===== src/rtl/adc_disp_pkg.sv =====
// Shared constants, FSM state type and BCD helper for the ADC display path.
// Latency: n/a (declarations only).
// Backpressure: n/a.
package adc_disp_pkg;

  localparam int ADC_W   = 12;
  localparam int NDIGITS = 4;
  localparam int BCD_W   = 16;

  typedef enum logic [1:0] {
    IDLE,
    SHIFT,
    DONE
  } conv_state_t;

  // Double-dabble correction: any nibble >= 5 gets +3 so the following
  // left shift carries correctly into the next decimal digit.
  function automatic logic [BCD_W-1:0] add3_nibbles(input logic [BCD_W-1:0] s);
    logic [BCD_W-1:0] r;
    r = s;
    for (int i = 0; i < NDIGITS; i++) begin
      if (s[4*i +: 4] >= 4'd5) r[4*i +: 4] = s[4*i +: 4] + 4'd3;
    end
    return r;
  endfunction

endpackage


===== src/rtl/bin2bcd_seq.sv =====
// Sequential 12-bit binary to 4-digit BCD converter (shift/add-3).
// Latency: start at cycle T -> SHIFT T+1..T+12 -> bcd/done valid at T+13.
// Backpressure: start is only taken in IDLE; caller watches busy.
//
// Ports:
//   clk, reset : clock and synchronous active-high reset
//   start      : load bin and begin a conversion (ignored unless idle)
//   bin        : binary value to convert
//   busy       : conversion in progress (SHIFT or DONE)
//   done       : one-cycle pulse, bcd holds the new result that cycle
//   bcd        : {thousands, hundreds, tens, ones}, held between conversions
module bin2bcd_seq
  import adc_disp_pkg::*;
(
  input  logic             clk,
  input  logic             reset,
  input  logic             start,
  input  logic [ADC_W-1:0] bin,
  output logic             busy,
  output logic             done,
  output logic [BCD_W-1:0] bcd
);

  conv_state_t            state, nxt;
  logic [ADC_W-1:0]       shreg;
  logic [BCD_W-1:0]       scratch;
  logic [3:0]             bitcnt;
  logic [BCD_W+ADC_W-1:0] step;
  logic                   last_shift;

  always_comb begin
    nxt        = state;
    busy       = (state != IDLE);
    done       = (state == DONE);
    step       = {add3_nibbles(scratch), shreg} << 1;
    last_shift = (bitcnt == 4'(ADC_W - 1));
    case (state)
      IDLE:    if (start) nxt = SHIFT;
      SHIFT:   if (last_shift) nxt = DONE;
      DONE:    nxt = IDLE;
      default: nxt = IDLE;
    endcase
  end

  always_ff @(posedge clk) begin
    if (reset) begin
      state   <= IDLE;
      shreg   <= '0;
      scratch <= '0;
      bitcnt  <= '0;
      bcd     <= '0;
    end else begin
      state <= nxt;
      case (state)
        IDLE: begin
          if (start) begin
            shreg   <= bin;
            scratch <= '0;
            bitcnt  <= '0;
          end
        end
        SHIFT: begin
          {scratch, shreg} <= step;
          bitcnt           <= bitcnt + 4'd1;
          // The final scratch is written to the output register on the
          // edge entering DONE, so the digits are already visible during
          // the DONE cycle alongside the done pulse.
          if (last_shift) bcd <= step[BCD_W+ADC_W-1 -: BCD_W];
        end
        default: ;
      endcase
    end
  end

endmodule


===== src/rtl/adc_bcd_converter.sv =====
// Averages 2^AVG_LOG2 ADC samples and converts the average to 4 BCD digits.
// Latency: 13 cycles from the block-completing acceptance to bcd_valid.
// Backpressure: none upstream; an average arriving while busy is dropped (overrun).
//
// Ports:
//   clk, reset         : clock and synchronous active-high reset
//   data, data_valid   : ADC sample and its qualifier (rising edge = one sample)
//   ones..thousands    : BCD digits, held between conversions
//   bcd_valid          : one-cycle pulse when the digits update
//   overrun            : one-cycle pulse when a finished average is dropped
module adc_bcd_converter
  import adc_disp_pkg::*;
#(
  parameter int AVG_LOG2 = 2
) (
  input  logic             clk,
  input  logic             reset,
  input  logic [ADC_W-1:0] data,
  input  logic             data_valid,
  output logic [3:0]       ones,
  output logic [3:0]       tens,
  output logic [3:0]       hundreds,
  output logic [3:0]       thousands,
  output logic             bcd_valid,
  output logic             overrun
);

  localparam int SUM_W = ADC_W + AVG_LOG2;
  localparam int CNT_W = (AVG_LOG2 > 0) ? AVG_LOG2 : 1;

  logic             dv_q;
  logic             armed;
  logic [SUM_W-1:0] sum;
  logic [SUM_W-1:0] total;
  logic [SUM_W-1:0] avg_full;
  logic [CNT_W-1:0] count;
  logic             accept;
  logic             last;
  logic             avg_done;
  logic             start;
  logic             busy;
  logic [ADC_W-1:0] avg;
  logic [BCD_W-1:0] bcd;

  // armed stays low after reset until data_valid has been seen low, so a
  // qualifier held high across reset release is not taken as a new edge.
  assign accept   = data_valid & ~dv_q & armed & ~reset;
  assign last     = (AVG_LOG2 == 0) ? 1'b1 : (count == {CNT_W{1'b1}});
  assign total    = sum + SUM_W'(data);
  assign avg_full = total >> AVG_LOG2;
  assign avg      = avg_full[ADC_W-1:0];
  assign avg_done = accept & last;
  assign start    = avg_done & ~busy;
  assign overrun  = avg_done & busy;

  always_ff @(posedge clk) begin
    if (reset) begin
      dv_q  <= 1'b0;
      armed <= 1'b0;
      sum   <= '0;
      count <= '0;
    end else begin
      dv_q  <= data_valid;
      armed <= armed | ~data_valid;
      if (accept) begin
        if (last) begin
          sum   <= '0;
          count <= '0;
        end else begin
          sum   <= total;
          count <= count + 1'b1;
        end
      end
    end
  end

  bin2bcd_seq u_conv (
    .clk   (clk),
    .reset (reset),
    .start (start),
    .bin   (avg),
    .busy  (busy),
    .done  (bcd_valid),
    .bcd   (bcd)
  );

  assign {thousands, hundreds, tens, ones} = bcd;

endmodule

===== config.mk =====
export PLATFORM = sky130hd
export DESIGN_NAME = adc_bcd_converter
export DESIGN_NICKNAME = d
export VERILOG_FILES = /design/src/rtl/adc_disp_pkg.sv /design/src/rtl/bin2bcd_seq.sv /design/src/rtl/adc_bcd_converter.sv
export SDC_FILE = /design/constraint.sdc
export NUM_CORES = 1
export LEC_CHECK = 0
export BUFFER_PORTS_ARGS = -buffer_cell sky130_fd_sc_hd__buf_2
export CAP_MARGIN = 20
export CORE_MARGIN = 5
export CORE_UTILIZATION = 55
export DETAILED_ROUTE_END_ITERATION = 12
export PLACE_DENSITY = 0.84
export SYNTH_ARGS = -nofsm -noshare
export SYNTH_HDL_FRONTEND = slang
export SYNTH_SLANG_ARGS = --single-unit

===== constraint.sdc =====
create_clock -name clk -period 6.6 [get_ports clk]
set_input_delay 1.32 -clock clk [delete_from_list [all_inputs] [get_ports clk]]
set_output_delay 1.32 -clock clk [all_outputs]
set_load 0.01 [all_outputs]

# After elaboration in Yosys (flattened, before gate mapping)
# Index checks and enable logic that the tools add are counted.
# op_classes
n_addsub	7
magnitude_cmp	4
n_eq_ne	6
mux	15
bitwise	11
n_reduce_logical	6
# ops
cell	n
one-hot mux 16 bit (2 select lines)	1
one-hot mux 12 bit (2 select lines)	1
>= comparator 4 x 3 -> 1 bit (second input constant)	4
2-to-1 mux 16 bit	1
2-to-1 mux 4 bit	4
adder 14 x 12 -> 14 bit	1
2-to-1 mux 14 bit	1
adder 4 x 2 -> 4 bit (second input constant)	3
2-to-1 mux 12 bit	1
one-hot mux 4 bit (2 select lines)	1
AND 1 bit	6
2-to-1 mux 2 bit	3
AND reduction 2 bit	3
adder 4 x 1 -> 4 bit (second input constant)	1
equality test 2 bit (second input constant)	2
equality test 4 bit (second input constant)	1
NOT 1 bit	4
one-hot mux 2 bit (2 select lines)	1
nonzero test 2 bit	2
adder 3 x 2 -> 3 bit (second input constant)	1
2-to-1 mux 3 bit	1
adder 2 x 1 -> 2 bit (second input constant)	1
equality test 2 x 1 -> 1 bit (second input constant)	1
zero test 2 bit	1
3 further kinds	3
# totals
ff_bits	68
inputBits	15
out_inout_bits	18
wordCells	58

# Logic depth before layout (Yosys ltp)
# logic_depth
depth_word	8
ltp_mapped	8
ltp_nobuf	8

# Modules after synthesis
# Synthesis repeated with hierarchy kept, for this count alone.
# unflattened
hier_cells	424
hier_area_um2	3797.4
# by_module_without_submodules
mod	n_inst	cells_per_inst	area_per_inst_um2	seq_area_each_um2
bin2bcd_seq	1	244	2389.8	1001.0
adc_bcd_converter	1	180	1407.6	360.3

# Worst setup path after synthesis
# OpenSTA, ideal clock, no wires.
# synth_path
path_kind	input to output
start	input reset
end	output overrun
t_arrival_ns	2.127
required_time_ns	5.280
setup_slack_ns	3.153
cell_stages	5
n_path_buf	2
cell_sequence	buf_6 > nor4bb_4 > buf_2 > nand2_1 > nor2_1
# synth_between
elab_chain_cells	4
# synth_lines
item	line_no	text
from (decl)	adc_bcd_converter.sv:17	input logic reset,
NOT 1 bit	adc_bcd_converter.sv:47	assign accept = data_valid & ~dv_q & armed & ~reset;
AND 1 bit	adc_bcd_converter.sv:47	
AND 1 bit	adc_bcd_converter.sv:52	assign avg_done = accept & last;
AND 1 bit	adc_bcd_converter.sv:54	assign overrun = avg_done & busy;
to (decl)	adc_bcd_converter.sv:25	output logic overrun
# No other way between the ends.

# Final worst setup path
# Same ends and word-level chain as after synthesis.

==> impl_metrics.xml <==
<?xml version="1.0" encoding="UTF-8"?>
<metrics>
  <group name="run_status">
    <metric name="status" unit="">finished clean</metric>
  </group>
  <group name="global_route">
    <metric name="first_global_vias" unit="">2948</metric>
    <metric name="grt_max_degree" unit="">65</metric>
    <metric name="grt_antenna_before_repair" unit="">0</metric>
    <metric name="gr-total-overflow" unit="">0</metric>
    <metric name="grt_pass1_wl" unit="um">13130</metric>
    <metric name="grtUsageTotal" unit="%">19.25</metric>
  </group>
  <group name="sta">
    <metric name="timing.hold.ws" unit="ns">0.4537</metric>
    <metric name="fmax" unit="GHz">0.2461</metric>
    <metric name="skew" unit="ns">0.006687</metric>
    <metric name="rsz0062_at_grt" unit="">no</metric>
    <metric name="post_route_setup_tns" unit="ns">0</metric>
    <metric name="finalSetupViolCount" unit="">0</metric>
    <metric name="tightest_slew" unit="ns">0.6478</metric>
    <metric name="final.period_utilization" unit="%">61.58</metric>
    <metric name="timing.final.max_slew_violations" unit="">0</metric>
    <metric name="slew_headroom" unit="%">56.81</metric>
    <metric name="fin_crit_period" unit="ns">4.064</metric>
    <metric name="timing_hold_violations_final" unit="">0</metric>
  </group>
  <group name="clocking">
    <metric name="cts_tree" unit="">built</metric>
    <metric name="cts_max_path_buffers" unit="">2</metric>
    <metric name="numCtsBuffers" unit="">9</metric>
    <metric name="clock_tree.root_cell" unit="">sky130_fd_sc_hd__clkbuf_8</metric>
    <metric name="post-cts-setup-buffer-count" unit="">0</metric>
    <metric name="cts.htree.levels" unit="">3</metric>
    <metric name="ctsHoldBuffers" unit="">0</metric>
    <metric name="cts_num_sinks" unit="">68</metric>
    <metric name="worst_skew_pair.late_latency" unit="ns">0.35</metric>
    <metric name="clk_pin_slew" unit="ns">0.07</metric>
    <metric name="cts_repair_resize_count" unit="">0</metric>
  </group>
  <group name="synthesis">
    <metric name="netlist-cell-type-count" unit="">53</metric>
    <metric name="synthArstFlopShare" unit="%">0</metric>
    <metric name="syn_area_per_cell" unit="um^2">8.460</metric>
    <metric name="yosysSeqAreaShare" unit="%">38.77</metric>
    <metric name="synth_top_flop_cell" unit="">sky130_fd_sc_hd__dfxtp_1</metric>
    <metric name="synth-warning-count" unit="">0</metric>
    <metric name="synth_edf_count" unit="">0</metric>
    <metric name="synth_area" unit="um^2">3511</metric>
    <metric name="syn-instance-count" unit="">415</metric>
    <metric name="net_count_synth" unit="">453</metric>
    <metric name="ff_latch_count_synth" unit="">68</metric>
  </group>
  <group name="worst_setup_path">
    <metric name="critical_path_sink_type" unit="">output port</metric>
    <metric name="cp_num_buf_inv" unit="">3</metric>
    <metric name="worst_path_dominant_cell_family" unit="">simple AND/OR/NAND/NOR gates</metric>
    <metric name="timing.reg2reg.worst_path_depth" unit="">6</metric>
    <metric name="timing.critical_path.slowest_cell_delay" unit="ns">0.65</metric>
    <metric name="crit_chain" unit="">buf_2 -&gt; buf_4 -&gt; nor4bb_4 -&gt; nand2_1 -&gt; nor2_1 -&gt; buf_2</metric>
    <metric name="setup.worst_path.class" unit="">primary input to output port</metric>
    <metric name="path_common_cell" unit="">sky130_fd_sc_hd__buf_2</metric>
    <metric name="critical_path_cell_count" unit="">6</metric>
    <metric name="r2r_end" unit="">u_conv.shreg[1]$_SDFFE_PP0P_</metric>
    <metric name="timing.critical_path.fanout_max" unit="">64</metric>
    <metric name="cp_data_arrival_time" unit="ns">2.74</metric>
    <metric name="crit-reg2reg-launch" unit="">armed$_SDFF_PP0_</metric>
    <metric name="worstPathRequired" unit="ns">5.28</metric>
    <metric name="setup.worst_path.start_class" unit="">primary input</metric>
    <metric name="critical-path-slowest-cell" unit="">sky130_fd_sc_hd__nor4bb_4</metric>
    <metric name="ff2ff_setup_slack" unit="ns">4.09</metric>
  </group>
  <group name="floorplan">
    <metric name="die_h" unit="um">89.90</metric>
    <metric name="io_pins" unit="">33</metric>
    <metric name="die_width" unit="um">89.90</metric>
    <metric name="die_area" unit="um^2">8081</metric>
    <metric name="row_count" unit="">29</metric>
    <metric name="core" unit="um^2">6277</metric>
    <metric name="initial_utilization" unit="%">55.93</metric>
  </group>
  <group name="routing">
    <metric name="viasPerCell" unit="">5.983</metric>
    <metric name="dr.pass1.iters" unit="">5</metric>
    <metric name="starting_drc_count_in_detailed_routing" unit="">238</metric>
    <metric name="remaining_drc_errors" unit="">0</metric>
    <metric name="routed-via-count" unit="">3129</metric>
    <metric name="wirelength" unit="um">7687</metric>
    <metric name="post_drt_wl_per_cell" unit="um">14.70</metric>
    <metric name="detail-route-antenna-nets" unit="">0</metric>
  </group>
  <group name="min_path">
    <metric name="hold_path.class" unit="">register to register</metric>
    <metric name="hold_start" unit="">u_conv.bcd[1]$_SDFFE_PP0P_</metric>
    <metric name="worstHoldEndpoint" unit="">u_conv.bcd[1]$_SDFFE_PP0P_</metric>
    <metric name="holdPathStages" unit="">2</metric>
  </group>
  <group name="power">
    <metric name="power.density" unit="nW/um^2">210.7</metric>
    <metric name="pwr-share-comb" unit="%">6.5</metric>
    <metric name="switchingPower" unit="uW">191.5</metric>
    <metric name="p_leak" unit="nW">1.527</metric>
    <metric name="switching_share" unit="%">23.33</metric>
    <metric name="share_of_total_power_in_the_clock_network" unit="%">42.9</metric>
    <metric name="internal_power" unit="uW">629.1</metric>
    <metric name="vdd_drop_max" unit="mV">0.1523</metric>
    <metric name="p_seq_share" unit="%">50.6</metric>
  </group>
  <group name="layout">
    <metric name="area_growth" unit="%">10.94</metric>
    <metric name="multi_input_comb_area" unit="um^2">1987</metric>
    <metric name="seq_area" unit="um^2">1361</metric>
    <metric name="fraction_of_layout_instances_using_a_drive_strength_above_1" unit="%">12.56</metric>
    <metric name="finalCoreUtilization" unit="%">62.05</metric>
    <metric name="antenna_cells" unit="">0</metric>
    <metric name="num-nets-final" unit="">479</metric>
    <metric name="final.fill_count" unit="">546</metric>
  </group>
  <group name="place">
    <metric name="gpl.final_weighted_congestion" unit="">0.9234</metric>
    <metric name="count_of_port_buffers_added_during_placement" unit="">32</metric>
    <metric name="dpl.hpwl" unit="um">5287</metric>
  </group>
  <group name="job">
    <metric name="drv.max_cap_violation_count" unit="">0</metric>
  </group>
</metrics>
[flip-flops by register name, indices dropped and copies added, names as in the netlist]
register and flops:
u_conv.bcd 16, u_conv.scratch 16, sum 14, u_conv.shreg 12, u_conv.bitcnt 4, count 2, u_conv.state 2, armed 1
dv_q 1
[cells in the final DEF (no fill, tap or decap), types with 8 or more instances in the layout]
| master | instances |
|---|---|
| sky130_fd_sc_hd__dfxtp_1 | 68 |
| sky130_fd_sc_hd__a21oi_1 | 49 |
| sky130_fd_sc_hd__nor2_1 | 45 |
| sky130_fd_sc_hd__nand2_1 | 41 |
| sky130_fd_sc_hd__buf_2 | 32 |
| sky130_fd_sc_hd__ha_1 | 22 |
| sky130_fd_sc_hd__a22oi_1 | 21 |
| sky130_fd_sc_hd__o21ai_0 | 18 |
| sky130_fd_sc_hd__inv_1 | 14 |
| sky130_fd_sc_hd__clkbuf_8 | 11 |
| sky130_fd_sc_hd__xnor2_1 | 10 |
| sky130_fd_sc_hd__nor3_1 | 9 |
| sky130_fd_sc_hd__nand3_1 | 8 |
[how the worst max path moves through the flow]
stage / endpoint / start
6_report: overrun / reset
5_1_grt: overrun / reset
4_1_cts: overrun / reset
3_5_place_dp: overrun / reset
3_3_place_gp: overrun / reset
2_1_floorplan: overrun / reset
[stage by stage]
step	cell area (um^2)	instances	setup slack, ns	total power [mW]
after global placement	3680	506	2.551	0.4760
after CTS	3884	522	2.520	0.8268
after floorplan	3511	415	3.153	0.4639
after global routing	3895	523	2.378	0.8529
after detailed placement	3680	506	2.514	0.4772
final	3895	523	2.536	0.8206
[Yosys cell counts, types with 3 or more instances]
cell type | number | area [um^2]
sky130_fd_sc_hd__dfxtp_1 | 68 | 1361
sky130_fd_sc_hd__a21oi_1 | 49 | 245.2
sky130_fd_sc_hd__nor2_1 | 45 | 168.9
sky130_fd_sc_hd__nand2_1 | 41 | 153.9
sky130_fd_sc_hd__ha_1 | 22 | 275.3
sky130_fd_sc_hd__a22oi_1 | 21 | 157.7
sky130_fd_sc_hd__o21ai_0 | 18 | 90.09
sky130_fd_sc_hd__inv_1 | 14 | 52.55
sky130_fd_sc_hd__clkbuf_1 | 10 | 37.54
sky130_fd_sc_hd__xnor2_1 | 10 | 87.58
sky130_fd_sc_hd__nor3_1 | 9 | 45.04
sky130_fd_sc_hd__nand3_1 | 8 | 40.04
sky130_fd_sc_hd__buf_2 | 7 | 35.03
sky130_fd_sc_hd__a211oi_1 | 6 | 45.04
sky130_fd_sc_hd__a21o_1 | 6 | 45.04
sky130_fd_sc_hd__nand2b_1 | 5 | 31.28
sky130_fd_sc_hd__nor3b_1 | 5 | 37.54
sky130_fd_sc_hd__o31ai_1 | 5 | 37.54
sky130_fd_sc_hd__mux2i_1 | 4 | 40.04
sky130_fd_sc_hd__nor2b_1 | 4 | 25.02
sky130_fd_sc_hd__o21a_1 | 4 | 30.03
sky130_fd_sc_hd__a32oi_1 | 3 | 26.28
sky130_fd_sc_hd__buf_6 | 3 | 33.78
sky130_fd_sc_hd__nand3b_1 | 3 | 22.52
sky130_fd_sc_hd__nand4_1 | 3 | 18.77
sky130_fd_sc_hd__nor4_1 | 3 | 18.77
sky130_fd_sc_hd__o211ai_1 | 3 | 22.52
sky130_fd_sc_hd__o32ai_1 | 3 | 26.28
[layer usage]
metal	vias to the layer above	GRT usage, %	wire [um]
met4	0	9.677	150
li1	1565	-	-
met2	80	30.91	3776
met5	-	0	0
met3	12	3.923	394
met1	1472	24.45	3365
[kinds of logic (layout without fill, tap and decap cells)]
kind of cell | count (synthesis) | count (layout) | share of synthesized area (%)
compound gates | 139 | 139 | 25.91
xor+xnor | 12 | 12 | 2.994
fa+ha+maj | 23 | 23 | 8.410
buf+inv | 35 | 66 | 4.633
flops | 68 | 68 | 38.77
mux | 4 | 4 | 1.140
simple gates | 134 | 134 | 18.14
[cell type report]
type / instances / area share (%)
multi-input cells: 312 / 51.01
flip-flops and latches: 68 / 34.95
repair buffers: 36 / 4.979
clock buffers: 13 / 4.080
well taps: 77 / 2.473
inverters: 14 / 1.349
clock inverters: 3 / 1.156
[worst min-delay path, cell delays in order, from the launching register on]
cell and delay (ns):
sky130_fd_sc_hd__dfxtp_1 0.31, sky130_fd_sc_hd__nand2_1 0.05, sky130_fd_sc_hd__a21oi_1 0.05
[power by group through the flow]
stage / Clock (mW) / Combinational, mW / Sequential (mW)
2_1_floorplan: 0 / 0.0397 / 0.424
3_3_place_gp: 0 / 0.0514 / 0.425
3_5_place_dp: 0 / 0.0524 / 0.425
4_1_cts: 0.359 / 0.0528 / 0.415
5_1_grt: 0.378 / 0.0591 / 0.415
6_report: 0.352 / 0.0533 / 0.415
(Power assumes the default switching activity.)
